===== config.mk =====
export PLATFORM = sky130hd
export DESIGN_NAME = multicycle_ctrl_flat
export DESIGN_NICKNAME = d
export VERILOG_FILES = /design/src/rtl/rv_ctrl_pkg.sv /design/src/rtl/multicycle_ctrl_if.sv /design/src/rtl/multicycle_ctrl.sv /design/src/flat_wrapper.sv
export SDC_FILE = /design/constraint.sdc
export NUM_CORES = 1
export LEC_CHECK = 0
export ABC_AREA = 1
export BUFFER_PORTS_ARGS = -buffer_cell sky130_fd_sc_hd__buf_2
export CAP_MARGIN = 20
export CORE_MARGIN = 1
export CORE_UTILIZATION = 30
export DETAILED_ROUTE_END_ITERATION = 10
export SLEW_MARGIN = 5
export SYNTH_ARGS = -nofsm -noshare
export SYNTH_HDL_FRONTEND = slang
export SYNTH_SLANG_ARGS = --single-unit

===== constraint.sdc =====
create_clock -name clk -period 3 [get_ports clk]
set_clock_uncertainty 0.1 [all_clocks]
set_input_delay 0.3 -clock clk [delete_from_list [all_inputs] [get_ports clk]]
set_output_delay 0.3 -clock clk [all_outputs]
set_load 0.02 [all_outputs]

===== src/rtl/rv_ctrl_pkg.sv =====
// Shared encodings for the multicycle RISC-V control path: FSM states, opcodes,
// ALUOp codes (also used by the ALU decoder) and datapath mux-select codes.
package rv_ctrl_pkg;

    localparam int unsigned OP_W = 7;
    localparam int unsigned ST_W = 4;

    typedef enum logic [ST_W-1:0] {
        S_FETCH,
        S_DECODE,
        S_MEMADR,
        S_MEMREAD,
        S_MEMWB,
        S_MEMWRITE,
        S_EXEC_R,
        S_EXEC_I,
        S_ALUWB,
        S_BEQ,
        S_JAL
    } state_t;

    localparam logic [OP_W-1:0] OP_LW  = 7'b0000011;
    localparam logic [OP_W-1:0] OP_SW  = 7'b0100011;
    localparam logic [OP_W-1:0] OP_R   = 7'b0110011;
    localparam logic [OP_W-1:0] OP_I   = 7'b0010011;
    localparam logic [OP_W-1:0] OP_BEQ = 7'b1100011;
    localparam logic [OP_W-1:0] OP_JAL = 7'b1101111;

    localparam logic [1:0] ALUOP_ADD   = 2'b00;
    localparam logic [1:0] ALUOP_SUB   = 2'b01;
    localparam logic [1:0] ALUOP_FUNCT = 2'b10;

    localparam logic [1:0] RES_ALUOUT    = 2'b00;
    localparam logic [1:0] RES_DATA      = 2'b01;
    localparam logic [1:0] RES_ALURESULT = 2'b10;

    localparam logic [1:0] SRCA_PC    = 2'b00;
    localparam logic [1:0] SRCA_OLDPC = 2'b01;
    localparam logic [1:0] SRCA_RS1   = 2'b10;

    localparam logic [1:0] SRCB_RS2  = 2'b00;
    localparam logic [1:0] SRCB_IMM  = 2'b01;
    localparam logic [1:0] SRCB_FOUR = 2'b10;

    function automatic logic is_legal(input logic [OP_W-1:0] op);
        return (op == OP_LW) || (op == OP_SW) || (op == OP_R) ||
               (op == OP_I) || (op == OP_BEQ) || (op == OP_JAL);
    endfunction

endpackage


===== src/rtl/multicycle_ctrl_if.sv =====
// Controller <-> datapath/memory signal bundle. The controller side is master.
interface multicycle_ctrl_if;
    import rv_ctrl_pkg::*;

    logic [OP_W-1:0] opcode;
    logic            zero;
    logic            mem_ready;
    logic            pc_write;
    logic            adr_src;
    logic            mem_req;
    logic            mem_write;
    logic            ir_write;
    logic [1:0]      result_src;
    logic [1:0]      alu_src_a;
    logic [1:0]      alu_src_b;
    logic [1:0]      alu_op;
    logic            reg_write;
    logic            illegal;

    modport master (
        input  opcode, zero, mem_ready,
        output pc_write, adr_src, mem_req, mem_write, ir_write, result_src,
               alu_src_a, alu_src_b, alu_op, reg_write, illegal
    );

    modport slave (
        output opcode, zero, mem_ready,
        input  pc_write, adr_src, mem_req, mem_write, ir_write, result_src,
               alu_src_a, alu_src_b, alu_op, reg_write, illegal
    );

endinterface


===== src/rtl/multicycle_ctrl.sv =====
// Multicycle RISC-V control FSM: state register, next-state logic and Moore
// output table, with memory-ready stalls and a sticky illegal-opcode flag.
module multicycle_ctrl
    import rv_ctrl_pkg::*;
(
    input  logic              clk,
    input  logic              rst_n,
    multicycle_ctrl_if.master bus
);

    state_t     state, state_nxt;
    logic       illegal_q, illegal_set;
    logic       pc_update, branch;
    logic       adr_src, mem_req, mem_write, ir_write, reg_write;
    logic [1:0] result_src, alu_src_a, alu_src_b, alu_op;

    always_ff @(posedge clk or negedge rst_n) begin
        if (!rst_n) begin
            state     <= S_FETCH;
            illegal_q <= 1'b0;
        end else begin
            state <= state_nxt;
            if (illegal_set) illegal_q <= 1'b1;
        end
    end

    always_comb begin
        state_nxt   = state;
        illegal_set = 1'b0;
        pc_update   = 1'b0;
        branch      = 1'b0;
        adr_src     = 1'b0;
        mem_req     = 1'b0;
        mem_write   = 1'b0;
        ir_write    = 1'b0;
        reg_write   = 1'b0;
        result_src  = RES_ALUOUT;
        alu_src_a   = SRCA_PC;
        alu_src_b   = SRCB_RS2;
        alu_op      = ALUOP_ADD;
        case (state)
            S_FETCH: begin
                mem_req    = 1'b1;
                alu_src_b  = SRCB_FOUR;
                result_src = RES_ALURESULT;
                ir_write   = bus.mem_ready;
                pc_update  = bus.mem_ready;
                if (bus.mem_ready) state_nxt = S_DECODE;
            end
            S_DECODE: begin
                alu_src_a = SRCA_OLDPC;
                alu_src_b = SRCB_IMM;
                case (bus.opcode)
                    OP_LW, OP_SW: state_nxt = S_MEMADR;
                    OP_R:         state_nxt = S_EXEC_R;
                    OP_I:         state_nxt = S_EXEC_I;
                    OP_BEQ:       state_nxt = S_BEQ;
                    OP_JAL:       state_nxt = S_JAL;
                    default:      state_nxt = S_FETCH;
                endcase
                illegal_set = !is_legal(bus.opcode);
            end
            S_MEMADR: begin
                alu_src_a = SRCA_RS1;
                alu_src_b = SRCB_IMM;
                if (bus.opcode == OP_LW)      state_nxt = S_MEMREAD;
                else if (bus.opcode == OP_SW) state_nxt = S_MEMWRITE;
                else                          state_nxt = S_FETCH;
            end
            S_MEMREAD: begin
                adr_src = 1'b1;
                mem_req = 1'b1;
                if (bus.mem_ready) state_nxt = S_MEMWB;
            end
            S_MEMWB: begin
                result_src = RES_DATA;
                reg_write  = 1'b1;
                state_nxt  = S_FETCH;
            end
            S_MEMWRITE: begin
                adr_src   = 1'b1;
                mem_req   = 1'b1;
                mem_write = 1'b1;
                if (bus.mem_ready) state_nxt = S_FETCH;
            end
            S_EXEC_R: begin
                alu_src_a = SRCA_RS1;
                alu_op    = ALUOP_FUNCT;
                state_nxt = S_ALUWB;
            end
            S_EXEC_I: begin
                alu_src_a = SRCA_RS1;
                alu_src_b = SRCB_IMM;
                alu_op    = ALUOP_FUNCT;
                state_nxt = S_ALUWB;
            end
            S_ALUWB: begin
                reg_write = 1'b1;
                state_nxt = S_FETCH;
            end
            S_BEQ: begin
                alu_src_a = SRCA_RS1;
                alu_op    = ALUOP_SUB;
                branch    = 1'b1;
                state_nxt = S_FETCH;
            end
            S_JAL: begin
                alu_src_a = SRCA_OLDPC;
                alu_src_b = SRCB_FOUR;
                pc_update = 1'b1;
                state_nxt = S_ALUWB;
            end
            default: state_nxt = S_FETCH;
        endcase
    end

    // Outputs are forced low while reset is held so an aborted access or write
    // never reaches the datapath, even though the state register reads FETCH.
    assign bus.pc_write   = rst_n & (pc_update | (branch & bus.zero));
    assign bus.adr_src    = rst_n & adr_src;
    assign bus.mem_req    = rst_n & mem_req;
    assign bus.mem_write  = rst_n & mem_write;
    assign bus.ir_write   = rst_n & ir_write;
    assign bus.reg_write  = rst_n & reg_write;
    assign bus.result_src = rst_n ? result_src : '0;
    assign bus.alu_src_a  = rst_n ? alu_src_a  : '0;
    assign bus.alu_src_b  = rst_n ? alu_src_b  : '0;
    assign bus.alu_op     = rst_n ? alu_op     : '0;
    assign bus.illegal    = illegal_q;

endmodule


===== src/flat_wrapper.sv =====
// flat-port wrapper written by rule: the top's interface ports become plain ports
module multicycle_ctrl_flat import rv_ctrl_pkg::*;
  (clk, rst_n, bus_opcode, bus_zero, bus_mem_ready, bus_pc_write, bus_adr_src, bus_mem_req, bus_mem_write, bus_ir_write, bus_result_src, bus_alu_src_a, bus_alu_src_b, bus_alu_op, bus_reg_write, bus_illegal);
  multicycle_ctrl_if bus_i ();
  input  logic clk;
  input  logic rst_n;
  input wire logic [$bits(bus_i.opcode)-1:0] bus_opcode;
  input wire logic [$bits(bus_i.zero)-1:0] bus_zero;
  input wire logic [$bits(bus_i.mem_ready)-1:0] bus_mem_ready;
  output wire logic [$bits(bus_i.pc_write)-1:0] bus_pc_write;
  output wire logic [$bits(bus_i.adr_src)-1:0] bus_adr_src;
  output wire logic [$bits(bus_i.mem_req)-1:0] bus_mem_req;
  output wire logic [$bits(bus_i.mem_write)-1:0] bus_mem_write;
  output wire logic [$bits(bus_i.ir_write)-1:0] bus_ir_write;
  output wire logic [$bits(bus_i.result_src)-1:0] bus_result_src;
  output wire logic [$bits(bus_i.alu_src_a)-1:0] bus_alu_src_a;
  output wire logic [$bits(bus_i.alu_src_b)-1:0] bus_alu_src_b;
  output wire logic [$bits(bus_i.alu_op)-1:0] bus_alu_op;
  output wire logic [$bits(bus_i.reg_write)-1:0] bus_reg_write;
  output wire logic [$bits(bus_i.illegal)-1:0] bus_illegal;
  assign bus_i.opcode = bus_opcode;
  assign bus_i.zero = bus_zero;
  assign bus_i.mem_ready = bus_mem_ready;
  assign bus_pc_write = bus_i.pc_write;
  assign bus_adr_src = bus_i.adr_src;
  assign bus_mem_req = bus_i.mem_req;
  assign bus_mem_write = bus_i.mem_write;
  assign bus_ir_write = bus_i.ir_write;
  assign bus_result_src = bus_i.result_src;
  assign bus_alu_src_a = bus_i.alu_src_a;
  assign bus_alu_src_b = bus_i.alu_src_b;
  assign bus_alu_op = bus_i.alu_op;
  assign bus_reg_write = bus_i.reg_write;
  assign bus_illegal = bus_i.illegal;
  multicycle_ctrl u_core (.clk(clk), .rst_n(rst_n), .bus(bus_i));
endmodule

; ---- Word-level counts from Yosys, hierarchy flattened
; Cells that the tools add are included.
; Widths: inputs -> output; s select.
[word_totals]
register_bits = 5
inputBits = 11
out_inout_bits = 15
word_cells = 70
[classes]
eq_ne = 19
n_mux = 23
n_bitwise = 8
reduce_logical = 18
[ops]
columns = operator, n
row1 = $pmux 4 s6, 1
row2 = $pmux 4 s5, 1
row3 = $eq 4x3->1 const B, 4
row4 = $mux 4, 4
row5 = $pmux 2 s2, 4
row6 = $eq 7x6->1 const B, 2
row7 = $eq 7x7->1 const B, 2
row8 = $eq 4x4->1 const B, 3
row9 = $reduce_or 2->1, 6
row10 = $reduce_or 3->1, 3
row11 = $eq 4x2->1 const B, 2
row12 = $mux 2, 4
row13 = $and 1x1->1, 7
row14 = $eq 7x2->1 const B, 1
row15 = $eq 7x5->1 const B, 1
row16 = $mux 1, 7
row17 = $ne 2x2->1 const B, 3
row18 = $logic_or 1x1->1, 5
row19 = $eq 4x1->1 const B, 1
row20 = $logic_not 4->1, 1
row21 = $reduce_or 4->1, 1
row22 = $mux 3, 1
row23 = $reduce_and 3->1, 1
row24 = $pmux 1 s2, 1
row25 = 2 further kinds, 2

; ---- Logic depth before layout (Yosys ltp)
[logic_depth]
depth_word = 8
ltp_mapped = 8
mapped_depth_nobuf = 8

; ---- Least setup slack after synthesis
; No wires, ideal clock.
[synth_path]
path_type = register -> output
start = register u_core.state[2]
end = output bus_pc_write
t_arrival_ns = 1.214
required_ns = 2.600
path_slack_ns = 1.386
path_stages_with_launch = 6
path_buffers = 0
path_cell_list = dfrtp_1 nor2_2 nand2_2 inv_2 nand2_1 a31oi_1
[synth_via]
elab_chain_cells = 5
elab_cells_between_ends = 8
classes_between = eq/ne (2) / mux (2) / bitwise (3) / reduce/logical (1)
[synth_rtl]
columns = element, line_no
row1 = "start, declared", multicycle_ctrl.sv:11  ; state_t state, state_nxt;
row2 = "start signal, assigned", multicycle_ctrl.sv:22  ; state <= state_nxt;
row3 = $eq 4x4->1, multicycle_ctrl.sv:41  ; case (state)
row4 = $mux 1, multicycle_ctrl.sv:41
row5 = $and 1x1->1, multicycle_ctrl.sv:119  ; assign bus.pc_write = rst_n & (pc_update | (branch & bus.zero));
row6 = $or 1x1->1 *, multicycle_ctrl.sv:119
row7 = $and 1x1->1 *, multicycle_ctrl.sv:119
row8 = "end, declared", flat_wrapper.sv:10  ; output wire logic [$bits(bus_i.pc_write)-1:0] bus_pc_write;
; Mark *: on every way between the ends. The rest lies on a longest branch, timed or not.

; ---- Final worst setup path
[layout_path]
start = register u_core.state[1]
end = output bus_alu_src_b[0]
[layout_via]
elab_chain_cells = 4
elab_cells_between_ends = 9
classes_between = eq/ne (4) / mux (2) / reduce/logical (3)
[layout_rtl]
columns = element, line_no
row1 = "$eq 4x3->1, or another cell as far along", multicycle_ctrl.sv:41
row2 = $reduce_or 3->1 (no source line) or $reduce_or 2->1 (tied branches), n/a
row3 = $pmux 2 s2 *, multicycle_ctrl.sv:41
row4 = $mux 2 *, multicycle_ctrl.sv:127  ; assign bus.alu_src_b = rst_n ? alu_src_b : '0;
row5 = "end, declared", flat_wrapper.sv:17  ; output wire logic [$bits(bus_i.alu_src_b)-1:0] bus_alu_src_b;
; Marked as above.

==> impl_metrics.yaml <==
run_status:
  status: "complete, no violations"
cts:
  worstSkewPairLatency_ns: 0.24
  cts_tree: "done"
  cts.sinks: 5
  numCtsBuffers: 3
  clkTransAtPathRegs_ns: 0.05
  root_buffer: "clkbuf_4"
  clockBufferDepth: 2
  cts_setup_buffers: 0
  htreeDepth: 1
grt:
  antenna_found_initial: 0
  grt_max_degree: 12
  top_usage_layer: "met2"
  grt_pass1_vias: 555
  met1_usage_pct: 21.3
  grt_use_met2_pct: 24.9
  grtUsageMet3_pct: 2.40
  grt_pass1_wl_um: 2300
  track_usage_pct: 15.8
  grt.overflow.total: 0
final_layout:
  synthToLayoutAreaGrowth_pct: 34.4
  nNetsFinal: 140
  n_antenna_cell: 0
  drive_above_1_share_pct: 34.4
  design_area_um2: 743
logic_synthesis:
  netlist.area_leader.share_pct: 22.6
  synth_area_um2: 553
  ys_seq_area_share_pct: 22.6
  yosysTopAreaCell: "dfrtp_1"
  yosysWarningCount: 0
  synth.distinct_cells: 18
  synth_nets: 110
  synth_commonest_cells: "nand2_1, nor2_1, inv_1"
  synth-edff-count: 0
  ys.flop_type: "dfrtp_1"
  avgSynthCellArea_um2: 5.59
  synth_seq_cells: 5
  async_flop_share_pct: 100
  netlist_instances: 99
  synth.most_common_cell: "nand2_1"
  synth_area_leaders: "dfrtp_1, nand2_1, nor2_1, nand3_1, inv_1"
power_and_ir_drop:
  ir_drop_v: 0.000146
  p_per_area_nw_per_um2: 533
  leakagePower_uw: 0.000446
sta:
  fmax_mhz: 509
  tightestPinTransition_ns: 0.320
  setup_slack_ns: 1.03
  setup_viol: 0
  period_needed_ns: 1.97
  hold_viol: 0
  tns_ns: 0
  finalCritPeriodShare_pct: 65.5
  drv_slew: 0
  rsz0062_at_grt: "no"
  slew_headroom_pct: 78.6
  whs_ns: 0.257
floorplan:
  ioPinCount: 26
  core_um2: 1730
  start_util_pct: 32.0
  dieArea_um2: 2020
  die_w_um: 44.9
  rows: 15
  die_height_um: 44.9
min_path:
  hold_start: "bus_mem_ready"
  hp-class: "in2reg"
  hold_path_depth: 4
  holdPathEnd: "u_core.state[0]$_DFFE_PN0P_"
detailed_routing:
  dr.pass1.iters: 4
  drc: 0
  avgViaCountPerCell: 4.50
  routed_wl_um: 1390
  wire_per_inst_um: 9.07
  vias: 689
  ant_nets: 0
  drt_iter0_drc: 10
placement:
  port_buffers: 25
  placed_cell_area_um2: 706
  gp_congestion: 0.850
  place_ws_ns: 1.29
  hpwl_um: 1170
critical_path:
  path_buf_inv: 4
  r2r-start: "u_core.state[1]$_DFFE_PN0P_"
  worstSetupPathType: "reg2out"
  timing.rr.end: "u_core.state[0]$_DFFE_PN0P_"
  start_kind: "flop"
  critPathCaptureType: "primary output"
  cpPeakStageDelay_ns: 0.47
  critPathTopFamily: "flip-flops"
  cp.arrival_ns: 1.57
  crit_chain: "inv_2, nand2_1, nor2_1, inv_2, nand2_1, o21ai_1, inv_1, buf_2"
  crit_required_ns: 2.60
  critPathMaxFanout: 6
  r2r_setup_slack_ns: 1.56
  crit_slowest_cell: "dfrtp_1"
  reg2reg_depth: 7
job:
  max_cap_viol_count: 0
## flip-flops by register name, summed over array words and instances, names as in the netlist
register / count
u_core.bus.illegal: 1
u_core.state: 4
## how the worst max path moves through the flow
stage                                      startpoint                to  slack, ns  depth (start not counted)
after floorplan           u_core.state[2]$_DFFE_PN0P_      bus_pc_write       1.39                          5
after global placement    u_core.state[1]$_DFFE_PN0P_  bus_alu_src_b[0]       1.30                          8
after detailed placement  u_core.state[1]$_DFFE_PN0P_  bus_alu_src_b[0]       1.29                          8
after CTS                 u_core.state[1]$_DFFE_PN0P_  bus_alu_src_b[0]       1.02                          8
after global routing      u_core.state[1]$_DFFE_PN0P_  bus_alu_src_b[0]       0.84                          8
final                     u_core.state[1]$_DFFE_PN0P_  bus_alu_src_b[0]       1.03                          8
## tightest hold or removal path: stages
cell and delay, ns:
buf_2 0.12, nor2_4 0.05, nand2_1 0.05, nand2_1 0.04
## metrics by stage
| step | std cells | power, uW | util [%] |
|---|---|---|---|
| 5_1_grt | 153 | 438 | 43.0 |
| 4_1_cts | 153 | 402 | 43.0 |
| 2_1_floorplan | 99 | 257 | - |
| 6_report | 153 | 396 | 43.0 |
| 3_5_place_dp | 148 | 319 | 40.9 |
| 3_3_place_gp | 148 | 317 | 40.9 |
## final cells by class
class | count | area [um^2]
clock inverters | 1 | 5.00
well taps | 25 | 31.3
inverters | 17 | 63.8
repair buffers | 26 | 135
fillers | 214 | 983
clock buffers | 3 | 22.5
multi-input cells | 76 | 360
flip-flops and latches | 5 | 125
## routing by layer
layer | part of all wire, % | wire length (um) | vias up
li1 | - | - | 368
met1 | 46 | 641 | 289
met2 | 46 | 645 | 30
met3 | 6.3 | 88 | 2
met4 | 0.86 | 12 | 0
met5 | 0 | 0 | -
## power breakdown
part	leakage, uW	switching, uW	total, uW	internal [uW]
Sequential	0.0000624	18.4	94.6	76.2
Combinational	0.000366	151	223	71.7
Clock	0.0000177	30.0	78.3	48.4
## timing repair
| action | CTS | global route |
|---|---|---|
| gates resized for setup | 0 | 0 |
| hold buffers | 1 | 0 |
| endpoints found under the hold margin | 5 | 0 |
## kinds of logic after synthesis
| group | synth area share [%] |
|---|---|
| AOI/OAI and AO/OA | 9.05 |
| buffers and inverters | 12.2 |
| DFF | 22.6 |
| and+or+nand+nor | 56.1 |
## placed cells by master, fill, tap and decap left out, drive strengths merged, types with 2 or more instances in the layout
master  netlist  routed
clkbuf        1       3
nand3        10      10
inv          17      17
dfrtp         5       5
a31oi         2       2
nor2         22      22
a21oi         3       3
buf           0      25
nand2        31      31
o21ai         3       3
nor3          3       3
No activity file was read; power rests on OpenSTA's default activity.
